## config.mk

```make
export PLATFORM = sky130hd
export DESIGN_NAME = obi_pipeline_cut
export DESIGN_NICKNAME = d
export VERILOG_FILES = /design/src/rtl/obi_pkg.sv /design/src/rtl/obi_pipeline_cut_fifo.sv /design/src/rtl/obi_pipeline_cut.sv
export SDC_FILE = /design/constraint.sdc
export NUM_CORES = 1
export LEC_CHECK = 0
export CORE_AREA = 3 3 162 101
export CTS_BUF_LIST = sky130_fd_sc_hd__clkbuf_4
export DETAILED_ROUTE_END_ITERATION = 16
export DIE_AREA = 0 0 165 104
export PLACE_DENSITY = 0.81
export SYNTH_ARGS = -nofsm -noshare
export SYNTH_HDL_FRONTEND = slang
export SYNTH_HIERARCHICAL = 1
export SYNTH_SLANG_ARGS = --single-unit
```

## constraint.sdc

```tcl
create_clock -name clk_i -period 3.1 [get_ports clk_i]
set_input_delay 0.62 -clock clk_i [delete_from_list [all_inputs] [get_ports clk_i]]
set_output_delay 0.62 -clock clk_i [all_outputs]
set_load 0.02 [all_outputs]
```

## src/rtl/obi_pkg.sv

```systemverilog
// rtl/obi_pkg.sv - OBI request/response structs shared by OBI masters, slaves and buffers
package obi_pkg;

    localparam int unsigned OBI_AW  = 32;
    localparam int unsigned OBI_DW  = 32;
    localparam int unsigned OBI_BEW = OBI_DW / 8;

    typedef struct packed {
        logic               req;
        logic               we;
        logic [OBI_BEW-1:0] be;
        logic [OBI_AW-1:0]  addr;
        logic [OBI_DW-1:0]  wdata;
    } obi_req_t;

    typedef struct packed {
        logic              gnt;
        logic              rvalid;
        logic [OBI_DW-1:0] rdata;
    } obi_resp_t;

    // Request word without the handshake bit; the storage element of OBI request buffers.
    typedef struct packed {
        logic               we;
        logic [OBI_BEW-1:0] be;
        logic [OBI_AW-1:0]  addr;
        logic [OBI_DW-1:0]  wdata;
    } obi_req_payload_t;

    function automatic obi_req_payload_t obi_payload_of(obi_req_t r);
        obi_req_payload_t p;
        p.we    = r.we;
        p.be    = r.be;
        p.addr  = r.addr;
        p.wdata = r.wdata;
        return p;
    endfunction

endpackage

```

## src/rtl/obi_pipeline_cut_fifo.sv

```systemverilog
// rtl/obi_pipeline_cut_fifo.sv - registered OBI payload FIFO with registered full/empty
module obi_pipeline_cut_fifo
    import obi_pkg::*;
#(
    parameter int unsigned DEPTH = 2
) (
    input  logic             clk_i,
    input  logic             rst_ni,
    input  logic             push_i,
    input  obi_req_payload_t push_data_i,
    input  logic             pop_i,
    output obi_req_payload_t head_o,
    output logic             full_o,
    output logic             empty_o
);

    localparam int unsigned PTR_W = (DEPTH > 1) ? $clog2(DEPTH) : 1;
    localparam int unsigned CNT_W = $clog2(DEPTH + 1);

    obi_req_payload_t mem_q [DEPTH];
    obi_req_payload_t mem_d [DEPTH];
    logic [PTR_W-1:0] wr_ptr_q, wr_ptr_d;
    logic [PTR_W-1:0] rd_ptr_q, rd_ptr_d;
    logic [CNT_W-1:0] cnt_q, cnt_d;
    logic             full_q, full_d;
    logic             empty_q, empty_d;
    logic             do_push;
    logic             do_pop;

    // A full FIFO refuses pushes even if it pops this cycle; an empty one never pops.
    assign do_push = push_i && !full_q;
    assign do_pop  = pop_i && !empty_q;

    // Next-state: write at tail, advance pointers (power-of-two depth wraps naturally), track occupancy.
    always_comb begin
        mem_d    = mem_q;
        wr_ptr_d = wr_ptr_q;
        rd_ptr_d = rd_ptr_q;
        cnt_d    = cnt_q;
        if (do_push) begin
            mem_d[wr_ptr_q] = push_data_i;
            wr_ptr_d        = wr_ptr_q + PTR_W'(1);
        end
        if (do_pop) begin
            rd_ptr_d = rd_ptr_q + PTR_W'(1);
        end
        case ({do_push, do_pop})
            2'b10:   cnt_d = cnt_q + CNT_W'(1);
            2'b01:   cnt_d = cnt_q - CNT_W'(1);
            default: cnt_d = cnt_q;
        endcase
        full_d  = (cnt_d == CNT_W'(DEPTH));
        empty_d = (cnt_d == '0);
    end

    // State registers; reset discards all buffered words.
    always_ff @(posedge clk_i or negedge rst_ni) begin
        if (!rst_ni) begin
            for (int i = 0; i < int'(DEPTH); i++) begin
                mem_q[i] <= '0;
            end
            wr_ptr_q <= '0;
            rd_ptr_q <= '0;
            cnt_q    <= '0;
            full_q   <= 1'b0;
            empty_q  <= 1'b1;
        end else begin
            mem_q    <= mem_d;
            wr_ptr_q <= wr_ptr_d;
            rd_ptr_q <= rd_ptr_d;
            cnt_q    <= cnt_d;
            full_q   <= full_d;
            empty_q  <= empty_d;
        end
    end

    assign head_o  = mem_q[rd_ptr_q];
    assign full_o  = full_q;
    assign empty_o = empty_q;

endmodule

```

## src/rtl/obi_pipeline_cut.sv

```systemverilog
// rtl/obi_pipeline_cut.sv - OBI timing cut, optional response register via OBI_PIPELINE_CUT_RSP_REG_EN
module obi_pipeline_cut
    import obi_pkg::*;
#(
    parameter int unsigned DEPTH           = 2,
    parameter int unsigned MAX_OUTSTANDING = 4
) (
    input  logic       clk_i,
    input  logic       rst_ni,
    input  obi_req_t   up_req_i,
    output obi_resp_t  up_resp_o,
    output obi_req_t   dn_req_o,
    input  obi_resp_t  dn_resp_i,
    output logic [3:0] outstanding_o
);

    logic [3:0]        outstanding_q, outstanding_d;
    logic              fifo_full;
    logic              fifo_empty;
    obi_req_payload_t  fifo_head;
    logic              up_gnt;
    logic              dn_pop;
    logic              up_rvalid;
    logic [OBI_DW-1:0] up_rdata;

    // Grant uses only the upstream req and registers; reset forces it low so every output is 0.
    assign up_gnt = rst_ni && up_req_i.req && !fifo_full && (outstanding_q < 4'(MAX_OUTSTANDING));
    assign dn_pop = !fifo_empty && dn_resp_i.gnt;

    obi_pipeline_cut_fifo #(
        .DEPTH(DEPTH)
    ) u_fifo (
        .clk_i       (clk_i),
        .rst_ni      (rst_ni),
        .push_i      (up_gnt),
        .push_data_i (obi_payload_of(up_req_i)),
        .pop_i       (dn_pop),
        .head_o      (fifo_head),
        .full_o      (fifo_full),
        .empty_o     (fifo_empty)
    );

`ifdef OBI_PIPELINE_CUT_RSP_REG_EN
    logic              rsp_valid_q, rsp_valid_d;
    logic [OBI_DW-1:0] rsp_data_q, rsp_data_d;
    logic [3:0]        pending;

    // A response already sitting in the register still counts as outstanding, so exclude it
    // when deciding whether the incoming one is stray.
    assign pending = outstanding_q - {3'b000, rsp_valid_q};

    // Capture the next downstream response unless it has no matching request.
    always_comb begin
        rsp_valid_d = dn_resp_i.rvalid && (pending != 4'd0);
        rsp_data_d  = rsp_valid_d ? dn_resp_i.rdata : '0;
    end

    // Response register: one cycle of response latency.
    always_ff @(posedge clk_i or negedge rst_ni) begin
        if (!rst_ni) begin
            rsp_valid_q <= 1'b0;
            rsp_data_q  <= '0;
        end else begin
            rsp_valid_q <= rsp_valid_d;
            rsp_data_q  <= rsp_data_d;
        end
    end

    assign up_rvalid = rsp_valid_q;
    assign up_rdata  = rsp_data_q;
`else
    assign up_rvalid = dn_resp_i.rvalid && (outstanding_q != 4'd0);
    assign up_rdata  = up_rvalid ? dn_resp_i.rdata : '0;
`endif

    // In-flight count: up on accept, down on delivered response, unchanged when both.
    always_comb begin
        case ({up_gnt, up_rvalid})
            2'b10:   outstanding_d = outstanding_q + 4'd1;
            2'b01:   outstanding_d = outstanding_q - 4'd1;
            default: outstanding_d = outstanding_q;
        endcase
    end

    // Outstanding counter register; reset forgets every in-flight transaction.
    always_ff @(posedge clk_i or negedge rst_ni) begin
        if (!rst_ni) begin
            outstanding_q <= 4'd0;
        end else begin
            outstanding_q <= outstanding_d;
        end
    end

    // Output assembly: downstream fields are zeroed while no request is presented.
    always_comb begin
        dn_req_o     = '0;
        dn_req_o.req = !fifo_empty;
        if (!fifo_empty) begin
            dn_req_o.we    = fifo_head.we;
            dn_req_o.be    = fifo_head.be;
            dn_req_o.addr  = fifo_head.addr;
            dn_req_o.wdata = fifo_head.wdata;
        end
        up_resp_o        = '0;
        up_resp_o.gnt    = up_gnt;
        up_resp_o.rvalid = up_rvalid;
        up_resp_o.rdata  = up_rdata;
    end

    assign outstanding_o = outstanding_q;

endmodule

```

==> metrics.md <==
| Metric | Value |
|---|---|
| Synth cell types | 33 |
| CTS tree | done |
| Area Overhead vs Synth | 35.7% |
| Drt initial violations | 214 |
| Most frequent cells in the layout | 212 x clkdlybuf4s50_1, 197 x mux2_2, 145 x dfrtp_1 |
| Synthesized flop and latch total | 148 |
| CP required | 2480 ps |
| Ranking of synthesized cells by area | dfrtp_1 50%, mux2_2 30%, nor2b_1 6.1% |
| Placer Congestion | 0.786 |
| Worst-Margin Slew | 858 ps |
| Tmin final | 2970 ps |
| Post-DP HPWL | 12100 um |
| Post-layout net count | 852 |
| Setup crit end kind | output pin |
| CORE AREA | 0.0151 sq mm |
| Chip width | 165 um |
| H-tree Lvls | 4 |
| FP Rows | 35 |
| CP Buf/Inv Count | 2 |
| Crit Path Category | flip-flop to output pin |
| Most common cell after layout, fill and taps aside | clkdlybuf4s50_1 |
| Fraction of layout cells with a size suffix above 1 | 37.2% |
| DR pass1 iterations | 5 |
| Final ANT Viol Nets | 0 |
| Final slew viol count | 0 |
| Top_reg_cell synth | dfrtp_1 |
| PortBufs | 213 |
| Cell Chain, Critical Path | o41a_1 > buf_12 > and2_4 > clkdlybuf4s50_1 |
| Post-synth EDFFs | 0 |
| Post-synth top area cell | dfrtp_1 |
| Overall power | 9750 uW |
| Syn Area/Cell | 13.7 sq um |
| GRT Total Usage | 20.4% |
| Mapped Area | 0.00729 sq mm |
| CP startpoint kind | flip-flop |
| First-pass GRT wire length | 27800 um |
| Vias | 4833 |
| HP Class | primary input to async pin |
| Placed inst area | 0.00964 sq mm |
| CP Max Fanout | 35 |
| Starting Density | 48.3% |
| Worst EP arrival | 2350 ps |
| Status | complete, no violations |
| PD cells | 985 mW/mm^2 |
| RSZ-0062 raised after global routing | no |
| Mapped Cells | 532 |
| CTS Buffer Depth | 2 |
| Maximum Capacitance Violations | 0 |
| Post-synthesis async set-or-reset flop share | 100% |
| DIE AREA | 0.0172 sq mm |
| Final WL | 17100 um |
| Vias in the first global route | 5458 |
| Residual DRC count | 0 |
| Mapped Nets | 642 |
| CP max stage cell | clkdlybuf4s50_1 |
| Setup TNS | 0 ps |
| Wire per inst | 17.9 um |
| Root buffer cell | clkbuf_4 |
| Num ports | 214 |
| Design area | 0.00990 sq mm |
| Die Height | 104 um |
| Initial antenna violation count | 0 |
| Worst slew margin | 42.8% |
| Clock-pin slew on the worst setup and hold paths | 120 ps |
| Leak | 0.00430 uW |
| Fmax | 337 MHz |
| Final period utilization | 95.9% |
| Total gr overflow | 0 |
| Largest net degree at the start of global routing | 149 |
| Worst-Skew Late Latency | 520 ps |
| WHS | 196 ps |
| Setup violators final | 0 |
| Fin. Hold Viols | 0 |
| Yosys warns | 6 |
| Vias per Instance | 5.04 |
| Sink Count | 148 |
| CP top delay family | buffers and inverters |
| Clock Skews | 26.6 ps |
| VDD IR max | 0.431 mV |
| Synth top area share | 50.4% |
| Slowest Stage Delay on Critical Path | 550 ps |
| CTS buffer count | 17 |
| Sequential area share after synthesis | 50.8% |
| # diodes | 0 |
[through the flow]
| stage | setup slack (ps) | std cells | util, % |
|---|---|---|---|
| 2_1_floorplan | 744 | 532 | - |
| 3_3_place_gp | 293 | 926 | 63.8 |
| 3_5_place_dp | 237 | 926 | 63.8 |
| 4_1_cts | 44.7 | 958 | 65.5 |
| 5_1_grt | 8.64 | 958 | 65.5 |
| 6_report | 129 | 958 | 65.5 |
[cells in the mapped netlist (2+ instances only)]
cell / count
nor2_1: 3
and2_1: 10
ha_1: 4
buf_4: 3
o22ai_1: 2
and2_4: 23
nor2b_1: 71
inv_1: 3
clkbuf_1: 8
dfrtp_1: 147
nand2b_1: 2
buf_2: 17
buf_6: 6
mux2_2: 197
mux2_4: 10
xnor2_1: 5
xor2_1: 5
[worst paths after layout]
check                                  from               end  slack, ps  cells past startpoint
max                        outstanding_o[1]      up_resp_o[9]        130                      4
min                                  rst_ni  u_fifo/mem_q[30]        200                      2
max reg2reg                outstanding_o[1]  outstanding_o[2]        730                      9
min reg2reg                 u_fifo/cnt_q[1]    u_fifo/empty_o        490                      1
max in group asynchronous            rst_ni  u_fifo/mem_q[96]       2200                      2
min in group clk_i          u_fifo/cnt_q[1]    u_fifo/empty_o        490                      1
[what timing repair did]
action | in CTS | in global routing
resized for setup | 0 | 2
endpoints found under the setup margin | 0 | 37
hold endpoints to repair | 0 | 0
hold buffers | 0 | 0
buffers inserted | 0 | 0
[layout make-up]
type	count	area [sq um]
Fill cell	1121	5210
Sequential cell	148	3710
Timing Repair Buffer	225	2290
Multi-Input combinational cell	347	3380
Inverter	3	11.3
Clock inverter	14	118
Tap cell	203	254
Clock buffer	18	135
[worst reg2reg max path, delay by kind of cell, from the launching register on]
family	cells	cell delay [ps]
compound gates	2	630
xor+xnor	3	470
fa+ha+maj	2	440
buf+inv	1	180
flops	1	480
simple gates	1	60
[kinds of logic (layout without fill, tap and decap cells)]
group	count (synthesis)	in the layout	share of synthesized area, %
muxes	209	209	32.8
DFF	148	148	50.8
buffers and inverters	37	260	2.97
AOI/OAI and AO/OA	6	6	0.635
and+or+nand+nor	118	118	11.0
xor gates and xnor gates	10	10	1.20
adders and majority gates	4	4	0.686
[sequential cells by signal, indices dropped and copies added (netlist names)]
| signal | flops |
|---|---|
| u_fifo/cnt_q | 2 |
| u_fifo/wr_ptr_q | 1 |
| u_fifo/full_o | 1 |
| u_fifo/empty_o | 1 |
| outstanding_o | 4 |
| u_fifo/rd_ptr_q | 1 |
| u_fifo/mem_q | 138 |
[layer usage]
layer | routed length, um | GRT usage (%)
met1 | 8060 | 28.1
met2 | 7920 | 31.7
met3 | 960 | 6.09
met4 | 190 | 4.61
met5 | 0 | 0
[power breakdown]
part	switching, uW	total (uW)	leakage (uW)	internal [uW]
Combinational	2310	5360	0.00234	3050
Sequential	478	3290	0.00184	2820
Clock	745	1090	0.000128	348
Total	3540	9750	0.00430	6210
(Power assumes the default switching activity.)
